### config.mk
export PLATFORM = sky130hd
export DESIGN_NAME = dsp_mac_sequencer
export DESIGN_NICKNAME = d
export VERILOG_FILES = /design/src/rtl/dsp_seq_pkg.sv /design/src/rtl/dsp_mac_sequencer.sv
export SDC_FILE = /design/constraint.sdc
export NUM_CORES = 1
export LEC_CHECK = 0
export ABC_AREA = 1
export CAP_MARGIN = 5
export CORE_UTILIZATION = 35
export DETAILED_ROUTE_END_ITERATION = 16
export GPL_ROUTABILITY_DRIVEN = 0
export MAX_ROUTING_LAYER = met4
export PLACE_DENSITY = 0.78
export SETUP_SLACK_MARGIN = 0.15
export SYNTH_ARGS = -nofsm -noshare
export SYNTH_HDL_FRONTEND = slang
export SYNTH_SLANG_ARGS = --single-unit
### constraint.sdc
create_clock -name clk -period 3.8 [get_ports clk]
set_clock_uncertainty 0.05 [all_clocks]
set_input_delay 0.76 -clock clk [delete_from_list [all_inputs] [get_ports clk]]
set_output_delay 0.76 -clock clk [all_outputs]
set_load 0.03 [all_outputs]
### src/rtl/dsp_seq_pkg.sv
// Shared definitions for the MAC sequencer that drives an 8-bit dsp_slice.
// Holds the FSM state type, the slice mode encodings, and the number of
// cycles needed to flush the slice's two-stage MAC pipeline.
package dsp_seq_pkg;

  typedef enum logic [2:0] {
    S_IDLE,
    S_CLEAR,
    S_FEED,
    S_DRAIN,
    S_HOLD
  } state_t;

  localparam logic [2:0] MODE_ADD = 3'b001;
  localparam logic [2:0] MODE_MUL = 3'b010;
  localparam logic [2:0] MODE_MAC = 3'b100;

  // Cycles from the last accepted pair until c_out holds the final sum.
  localparam int DRAIN_CYC = 3;

  localparam int DWIDTH_DEF = 8;

endpackage

### src/rtl/dsp_mac_sequencer.sv
// dsp_mac_sequencer: runs one dot-product job on a dsp_slice in MAC mode.
// A job starts with start/cfg_len in IDLE, clears the slice, streams
// cfg_len operand pairs into it, waits for the pipeline to drain, then
// holds the slice accumulator on res_data until res_ready.
//
// Ports:
//   clk, reset_n            clock, asynchronous active-low reset
//   start, cfg_len          job request and pair count (sampled in IDLE)
//   busy                    high whenever not IDLE
//   in_valid/in_ready       operand pair handshake, in_a/in_b signed
//   dsp_a_in/dsp_b_in       operands to the slice (0 when no pair)
//   dsp_mode/dsp_carry_in   constant MAC mode, carry 0
//   dsp_reset               slice sync reset (reset or CLEAR state)
//   dsp_c_out               slice accumulator
//   res_valid/res_ready     result handshake, res_data the result
module dsp_mac_sequencer
  import dsp_seq_pkg::*;
#(
  parameter int DWIDTH = DWIDTH_DEF,
  parameter int LEN_W  = 8
) (
  input  logic              clk,
  input  logic              reset_n,
  input  logic              start,
  input  logic [LEN_W-1:0]  cfg_len,
  output logic              busy,
  input  logic              in_valid,
  output logic              in_ready,
  input  logic [DWIDTH-1:0] in_a,
  input  logic [DWIDTH-1:0] in_b,
  output logic [DWIDTH-1:0] dsp_a_in,
  output logic [DWIDTH-1:0] dsp_b_in,
  output logic [2:0]        dsp_mode,
  output logic              dsp_reset,
  output logic              dsp_carry_in,
  input  logic [DWIDTH-1:0] dsp_c_out,
  output logic              res_valid,
  input  logic              res_ready,
  output logic [DWIDTH-1:0] res_data
);

  localparam int DCNT_W = (DRAIN_CYC > 1) ? $clog2(DRAIN_CYC) : 1;
  localparam logic [DCNT_W-1:0] DCNT_LAST = DCNT_W'(DRAIN_CYC - 1);

  state_t             r_state;
  state_t             w_next;
  logic [LEN_W-1:0]   r_len;
  logic [LEN_W-1:0]   r_cnt;
  logic [DCNT_W-1:0]  r_dcnt;
  logic [DWIDTH-1:0]  r_res_data;
  logic               w_feed_hs;
  logic               w_last_pair;
  logic               w_last_drain;

  assign w_feed_hs    = (r_state == S_FEED) && in_valid;
  assign w_last_pair  = (r_cnt == (r_len - LEN_W'(1)));
  assign w_last_drain = (r_dcnt == DCNT_LAST);

  always_ff @(posedge clk or negedge reset_n) begin
    if (!reset_n) begin
      r_state <= S_IDLE;
    end else begin
      r_state <= w_next;
    end
  end

  always_comb begin
    w_next = r_state;
    case (r_state)
      S_IDLE: begin
        if (start) begin
          w_next = (cfg_len != '0) ? S_CLEAR : S_HOLD;
        end
      end
      S_CLEAR: w_next = S_FEED;
      S_FEED: begin
        if (w_feed_hs && w_last_pair) begin
          w_next = S_DRAIN;
        end
      end
      S_DRAIN: begin
        if (w_last_drain) begin
          w_next = S_HOLD;
        end
      end
      S_HOLD: begin
        if (res_ready) begin
          w_next = S_IDLE;
        end
      end
      default: w_next = S_IDLE;
    endcase
  end

  always_ff @(posedge clk or negedge reset_n) begin
    if (!reset_n) begin
      r_len      <= '0;
      r_cnt      <= '0;
      r_dcnt     <= '0;
      r_res_data <= '0;
    end else begin
      case (r_state)
        S_IDLE: begin
          if (start) begin
            if (cfg_len != '0) begin
              r_len <= cfg_len;
            end else begin
              r_res_data <= '0;
            end
          end
        end
        S_CLEAR: r_cnt <= '0;
        S_FEED: begin
          if (w_feed_hs) begin
            r_cnt <= r_cnt + LEN_W'(1);
            if (w_last_pair) begin
              r_dcnt <= '0;
            end
          end
        end
        S_DRAIN: begin
          r_dcnt <= r_dcnt + DCNT_W'(1);
          // The last pair has reached the accumulator by now.
          if (w_last_drain) begin
            r_res_data <= dsp_c_out;
          end
        end
        default: ;
      endcase
    end
  end

  assign busy         = (r_state != S_IDLE);
  assign in_ready     = (r_state == S_FEED);
  assign res_valid    = (r_state == S_HOLD);
  assign res_data     = r_res_data;
  // Bubbles feed 0*0, which leaves the accumulator untouched.
  assign dsp_a_in     = w_feed_hs ? in_a : '0;
  assign dsp_b_in     = w_feed_hs ? in_b : '0;
  assign dsp_mode     = MODE_MAC;
  assign dsp_carry_in = 1'b0;
  assign dsp_reset    = ~reset_n | (r_state == S_CLEAR);

endmodule

==> results.cfg, run 1 <==
[run_status]
status = finished, final reports clean

[critical_path]
crit_family = buffers and inverters
crit_type = in2out
worst_path_most_repeated_cell = clkdlybuf4s50_1
ff2ff_path_depth = 13
r2r_setup_slack_ns = 1.98
critPathCaptureType = output port
crit_chain = clkdlybuf4s50_1 -> nand2_4 -> nor2_1 -> clkdlybuf4s50_1
crit_path_max_fanout = 19
arrival_ns = 2.28
r2r-start = r_len[0]
worstPathRequired_ns = 2.99
path_buf_inv = 2
setup.worst_path.start_class = primary input
r2r_end = r_state[1]
cp_slowest_cell = clkdlybuf4s50_1
slowest_delay_ns = 0.69
cp-startpoint = in_valid

[die]
die_y_um = 74.2
die_w_um = 74.2
initial_core_util = 0.374
dieArea_um2 = 5510
num_rows = 25
io_pins = 69
core-area_um2 = 4880

[clock_tree]
post_cts_buffers = 0
root_buffer = clkbuf_8
clk-insertion-delay-late_ns = 0.29
path_clk_slew_ns = 0.06
clk_path_buf_depth = 2
cts-resized-gates = 0
cts_tree = done
htreeDepth = 2
hold_buffers = 0
cts_buffers = 5
cts_sinks = 29

[finish]
n_antenna_cell = 0
regArea_um2 = 726
multi_input_area_um2 = 886
areaGrowthSynthToFinish_pct = 44.8
mostFrequentLayoutCell = nand2_1
layout.nets = 374
fill_cells = 471
drive_above_1_share = 0.0866
fin_cells = 402
final_cell_mix = nand2_1, clkdlybuf4s50_1, inv_1

[min_path]
worstHoldEndpoint = res_data[4]
min_path_type = reg2reg
holdPathStages = 2
hold_start = res_data[4]

[logic_synthesis]
ys_types = 27
ys.flop_type = dfrtp_1
async_reset_ff_frac = 1.00
seq_area_frac_synth = 0.398
ys_warn_count = 0
ys_ff_latch = 29
syn_inst = 266
synthesis.area_um2 = 1830
synth_area_per_cell_um2 = 6.86
synth_edf_count = 0

[power]
p_int_mw = 1.02
switchingPower_mw = 0.828
combPwrFrac = 0.530
p_clk_frac = 0.180
p_leak_nw = 1.33
vdd.ir_drop.worst_mv = 0.343
powerDensity_nw_per_um2 = 701
power_frac_seq = 0.290
sw_frac_of_total = 0.447

[global_route]
overflow = 0
grt_max_degree = 30
grt_pass1_vias = 1569
grt_pass1_wl_mm = 6.91
grt.total_usage = 0.173
antenna_found_initial = 0

[place]
portBuffers = 64
numPlacedInstances = 394
place_ws_ns = 0.696
dp_hpwl_mm = 3.32

[sta]
period_minus_slack_ns = 3.09
fin_setup_tns_ns = 0
rsz0062_at_grt = false
slew_violations = 0
fmax_mhz = 324
hold_violations = 0
period_share = 0.812
setup_violations = 0
worst_slack_ns = 0.715

[routing]
drt_first_pass_iters = 4
drt-initial-drc-count = 55
drc = 0
vias = 1809
viasPerCell = 4.50
final_antenna_net_count = 0
wl_mm = 4.22
wl_per_cell_um = 10.5

[job]
cap_violations = 0
==> area by class of cell <==
cell class | instances | area share
multi-input combinational | 184 | 0.335
sequential | 29 | 0.274
timing repair buffer | 65 | 0.245
inverter | 49 | 0.0696
clock buffer | 7 | 0.0327
tap | 67 | 0.0317
clock inverter | 1 | 0.0114
==> cell families (layout without fill, tap and decap cells) <==
family / after synthesis / after routing / synth area share
flip-flops: 29 / 29 / 0.398
other: 2 / 4 / 0.00411
AND/OR/NAND/NOR: 152 / 152 / 0.378
adder cells (fa/ha/maj): 3 / 3 / 0.0206
AO/OA/AOI/OAI: 21 / 21 / 0.0589
buffers and inverters: 55 / 122 / 0.121
XOR/XNOR: 4 / 4 / 0.0192
==> registers in the layout (all words and copies together) (netlist names) <==
name and flops:
res_data 8, r_dcnt 2, r_state 3, r_len 8, r_cnt 8
==> routing by layer <==
layer / global-route usage / part of all wire
met3: 0.0447 / 0.081
met2: 0.285 / 0.46
met1: 0.199 / 0.44
met4: 0.0713 / 0.017
met5: - / 0
==> stage by stage <==
step	hold WS, ns	util	cell area [um2]	power, mW
detailed placement	0.408	0.518	2530	1.53
CTS	0.424	0.542	2640	1.87
floorplan	0.414	-	1830	1.21
global placement	0.406	0.518	2530	1.50
finish	0.420	0.542	2640	1.85
global route	0.447	0.542	2640	2.03
==> cells in the mapped netlist, types with 2 or more instances <==
master	n	area (um2)
nor3_1	4	20.0
ha_1	3	37.5
conb_1	2	7.51
nor2_4	3	33.8
nand2_1	71	267
inv_2	6	22.5
o21ai_0	9	45.0
inv_1	43	161
nand3_2	2	20.0
nand3_1	26	130
or2_2	2	12.5
nor2_1	33	124
buf_4	4	30.0
dfrtp_1	29	726
clkbuf_1	2	7.51
o21ai_1	2	10.0
nand2_2	4	25.0
nand2_4	2	22.5
xnor2_1	2	17.5
a21oi_1	9	45.0
xor2_1	2	17.5
==> how the worst max path moves through the flow <==
| stage | end | slack, ns | depth (start not counted) |
|---|---|---|---|
| 2_1_floorplan | dsp_a_in[4] | 1.42 | 6 |
| 3_3_place_gp | dsp_b_in[3] | 0.77 | 4 |
| 3_5_place_dp | dsp_a_in[4] | 0.70 | 4 |
| 4_1_cts | dsp_a_in[4] | 0.69 | 4 |
| 5_1_grt | dsp_a_in[4] | 0.62 | 4 |
| 6_report | dsp_a_in[4] | 0.71 | 4 |
==> power by group through the flow <==
| stage | logic [mW] | registers [mW] | clock network [mW] |
|---|---|---|---|
| CTS | 0.994 | 0.536 | 0.343 |
| finish | 0.982 | 0.537 | 0.334 |
| global placement | 0.964 | 0.539 | 0 |
| detailed placement | 0.989 | 0.541 | 0 |
| global route | 1.11 | 0.562 | 0.357 |
| floorplan | 0.619 | 0.594 | 0 |
==> worst reg2reg max path, stage by stage, from the launching register on <==
cell	delay [ns]
dfrtp_1	0.41
inv_1	0.14
ha_1	0.22
nand3_1	0.13
nor2_1	0.11
nand2_1	0.05
nand2_1	0.09
nand2_1	0.06
nand2_1	0.05
nor2_1	0.03
nand2_1	0.14
nand2_1	0.09
nand2_1	0.08
nand2_1	0.05
(Power assumes the default switching activity.)
==> run 2, diff against run 1 <==
--- a/config.mk
+++ b/config.mk
@@ -11,7 +11,7 @@
 export DETAILED_ROUTE_END_ITERATION = 16
 export GPL_ROUTABILITY_DRIVEN = 0
 export MAX_ROUTING_LAYER = met4
-export PLACE_DENSITY = 0.78
+export PLACE_DENSITY = 0.8
 export SETUP_SLACK_MARGIN = 0.15
 export SYNTH_ARGS = -nofsm -noshare
 export SYNTH_HDL_FRONTEND = slang
==> constraint.sdc (replaced) <==
create_clock -name clk -period 2.68 [get_ports clk]
set_clock_uncertainty 0.05 [all_clocks]
set_input_delay 0.536 -clock clk [delete_from_list [all_inputs] [get_ports clk]]
set_output_delay 0.536 -clock clk [all_outputs]
set_load 0.03 [all_outputs]
==> results.cfg, run 2 (synthesized netlist as in run 1, its figures left out) <==
[power]
p_int_mw = 1.33
switchingPower_mw = 1.17
powerDensity_nw_per_um2 = 964
vdd.ir_drop.worst_mv = 0.564
power_frac_seq = 0.307
sw_frac_of_total = 0.467
p_clk_frac = 0.143
combPwrFrac = 0.550
p_leak_nw = 1.39

[die]
dieArea_um2 = 5510
die_w_um = 74.2
num_rows = 25
initial_core_util = 0.374
io_pins = 69
core-area_um2 = 4880
die_y_um = 74.2

[critical_path]
cp-startpoint = r_state[2]
crit_path_end = in_ready
arrival_ns = 1.76
crit_path_max_fanout = 5
r2r_end = r_state[0]
setup.worst_path.start_class = flip-flop
worstPathRequired_ns = 2.09
r2r-start = r_len[0]
r2r_setup_slack_ns = 0.87
critPathCaptureType = output port
ff2ff_path_depth = 13
crit_type = reg2out

[sta]
fin_setup_tns_ns = 0
hold_violations = 0
fmax_mhz = 427
worst_slack_ns = 0.338
slew_violations = 0
period_share = 0.874
rsz0062_at_grt = false
holdWs_ns = 0.421
setup_violations = 0
period_minus_slack_ns = 2.34

[finish]
drive_above_1_share = 0.0868
areaGrowthSynthToFinish_pct = 41.9
n_antenna_cell = 0
mostFrequentLayoutCell = nand2_1
multi_input_area_um2 = 886
regArea_um2 = 726
post-route-cell-area_um2 = 2590
fill_cells = 492
layout.nets = 374
final_cell_mix = nand2_1, clkdlybuf4s50_1, inv_1
finalCoreUtilization = 0.531

[routing]
vias = 1803
wl_mm = 4.30
wl_per_cell_um = 10.7
final_antenna_net_count = 0
drt_first_pass_iters = 4
drc = 0
viasPerCell = 4.50
drt-initial-drc-count = 46

[clock_tree]
cts-resized-gates = 16
hold_buffers = 0
root_buffer = clkbuf_8
cts_buffers = 5
htreeDepth = 2
cts_sinks = 29
path_clk_slew_ns = 0.06
cts_tree = done
clk_path_buf_depth = 2
post_cts_buffers = 0
clk-insertion-delay-late_ns = 0.28

[global_route]
grt_pass1_vias = 1689
grt_pass1_wl_mm = 7.14
antenna_found_initial = 0
overflow = 0
grt.total_usage = 0.174
grt_max_degree = 30

[job]
cap_violations = 0

[min_path]
min_path_type = reg2reg
holdPathStages = 2

[place]
dp_hpwl_mm = 3.43
portBuffers = 64
placedInstanceArea_um2 = 2520
place_ws_ns = 0.0584

[run_status]
status = finished, final reports clean
==> run 2: worst max-delay path: stages (launching register included) <==
cell             delay (ns)
dfrtp_1                0.41
inv_1                  0.10
nand2_2                0.09
nor2_4                 0.17
clkdlybuf4s50_1        0.70
==> run 2: cell type report <==
class	count	area share
inverter	49	0.0710
timing repair buffer	65	0.241
sequential	29	0.280
tap	67	0.0324
multi-input combinational	184	0.342
clock buffer	7	0.0333
==> run 2: worst min-delay path by stage <==
stage | startpoint | to | slack [ns]
final | res_data[4] | res_data[4] | 0.42
after global routing | res_data[2] | res_data[2] | 0.46
after CTS | res_data[6] | res_data[6] | 0.42
after detailed placement | res_data[2] | res_data[2] | 0.41
after global placement | res_data[2] | res_data[2] | 0.40
after floorplan | reset_n | r_cnt[0] | 0.19
==> run 2: through the flow <==
stage / power, mW / instances
CTS: 2.52 / 401
global placement: 2.13 / 394
finish: 2.50 / 401
floorplan: 1.72 / 268
global route: 2.74 / 401
detailed placement: 2.18 / 394
==> run 2: power by group through the flow <==
stage	logic, mW	registers [mW]	clock network [mW]
final	1.37	0.768	0.357
after global routing	1.55	0.798	0.387
after CTS	1.39	0.767	0.368
after detailed placement	1.40	0.774	0
after global placement	1.36	0.765	0
after floorplan	0.877	0.842	0
==> run 2: routing by layer <==
metal / GRT usage / up-vias / routed length [um]
li1: - / 938 / -
met1: 0.192 / 800 / 1840
met2: 0.303 / 59 / 2060
met3: 0.0542 / 6 / 374
met4: 0.0482 / 0 / 31
met5: - / - / 0
==> run 3, diff against run 2 <==
--- a/config.mk
+++ b/config.mk
@@ -7,6 +7,8 @@
 export LEC_CHECK = 0
 export ABC_AREA = 1
 export CAP_MARGIN = 5
+export CORE_ASPECT_RATIO = 0.8
+export CORE_MARGIN = 3
 export CORE_UTILIZATION = 35
 export DETAILED_ROUTE_END_ITERATION = 16
 export GPL_ROUTABILITY_DRIVEN = 0
==> results.cfg, run 3 (synthesized netlist as in run 1, its figures left out) <==
[run_status]
status = finished, final reports clean

[die]
die_w_um = 86.7
dieArea_um2 = 6120
initial_core_util = 0.379
io_pins = 69
die_y_um = 70.6
num_rows = 22
core-area_um2 = 4820

[min_path]
holdPathStages = 2
hold_start = res_data[5]
worstHoldEndpoint = res_data[5]
min_path_type = reg2reg

[routing]
drc = 0
drt-initial-drc-count = 185
drt_first_pass_iters = 4
final_antenna_net_count = 0
viasPerCell = 4.58
wl_per_cell_um = 11.2
vias = 1813
wl_mm = 4.45

[sta]
hold_violations = 0
rsz0062_at_grt = false
period_share = 0.901
period_minus_slack_ns = 2.42
holdWs_ns = 0.423
fin_setup_tns_ns = 0
slew_violations = 0
fmax_mhz = 414
worst_slack_ns = 0.264
setup_violations = 0

[finish]
layout.nets = 375
multi_input_area_um2 = 886
post-route-cell-area_um2 = 2610
finalCoreUtilization = 0.541
final_cell_mix = nand2_1, clkdlybuf4s50_1, inv_1
mostFrequentLayoutCell = nand2_1
areaGrowthSynthToFinish_pct = 42.7
fin_cells = 396
fill_cells = 459
regArea_um2 = 726
drive_above_1_share = 0.0952
n_antenna_cell = 0

[clock_tree]
path_clk_slew_ns = 0.06
cts_tree = done
htreeDepth = 2
clk-insertion-delay-late_ns = 0.28
cts_buffers = 5
post_cts_buffers = 0
cts_sinks = 29
clk_path_buf_depth = 2
root_buffer = clkbuf_8

[critical_path]
crit_chain = inv_1 -> nand2_2 -> nor2_4 -> buf_4 -> clkdlybuf4s50_1
ff2ff_path_depth = 11
setup.worst_path.start_class = flip-flop
cp_slowest_cell = clkdlybuf4s50_1
r2r_end = r_state[0]
crit_path_max_fanout = 4
crit_family = buffers and inverters
r2r_setup_slack_ns = 0.83
worstPathRequired_ns = 2.09
r2r-start = r_len[0]
path_buf_inv = 3
crit_type = reg2out
slowest_delay_ns = 0.67
critPathCaptureType = output port
arrival_ns = 1.83

[power]
vdd.ir_drop.worst_mv = 0.635
total_power_mw = 2.56
p_leak_nw = 1.40
powerDensity_nw_per_um2 = 982

[global_route]
grt_max_degree = 30
grt_pass1_vias = 1711
grt_pass1_wl_mm = 7.60
overflow = 0
grt.total_usage = 0.157
antenna_found_initial = 0

[place]
placedInstanceArea_um2 = 2520
portBuffers = 64
place_ws_ns = 0.0279
numPlacedInstances = 388
dp_hpwl_mm = 3.58

[job]
cap_violations = 0
-- run 3: cell type report --
class | count | share of cell area
Tap cell | 60 | 0.0288
Clock inverter | 1 | 0.00192
Sequential cell | 29 | 0.279
Timing Repair Buffer | 66 | 0.243
Clock buffer | 7 | 0.0370
Inverter | 49 | 0.0706
Multi-Input combinational cell | 184 | 0.340
-- run 3: worst max-delay path by stage --
stage / start / endpoint / slack, ns / cells past startpoint
2_1_floorplan: r_state[2] / dsp_a_in[4] / 0.52 / 6
3_3_place_gp: in_valid / dsp_a_in[5] / 0.10 / 4
3_5_place_dp: in_valid / dsp_a_in[6] / 0.03 / 4
4_1_cts: r_state[2] / in_ready / 0.25 / 5
5_1_grt: r_state[2] / in_ready / 0.18 / 5
6_report: r_state[2] / in_ready / 0.26 / 5
-- run 3: worst register-to-register path: cells and delay by family, from the launching register on --
kind | cells | cell delay (ns)
buffers and inverters | 1 | 0.13
adder cells (fa/ha/maj) | 1 | 0.33
AND/OR/NAND/NOR | 8 | 0.72
XOR/XNOR | 1 | 0.14
flip-flops | 1 | 0.42
-- run 3: timing repair --
action / in CTS / in global routing
hold buffers: 0 / 0
setup endpoints to repair: 16 / 0
gates resized for setup: 16 / 0
hold endpoints to repair: 0 / 0
-- run 3: where the power goes --
group          leakage [nW]  internal [mW]  switching, mW
clock network        0.0542          0.232          0.164
registers             0.371          0.608          0.165
logic                 0.977          0.527          0.862
-- run 3: metal layers --
layer | wire length, um | share of wire | GRT usage
met3 | 424 | 0.095 | 0.0431
met5 | 0 | 0 | -
met4 | 51 | 0.011 | 0.0467
met2 | 1990 | 0.45 | 0.236
met1 | 1990 | 0.45 | 0.208
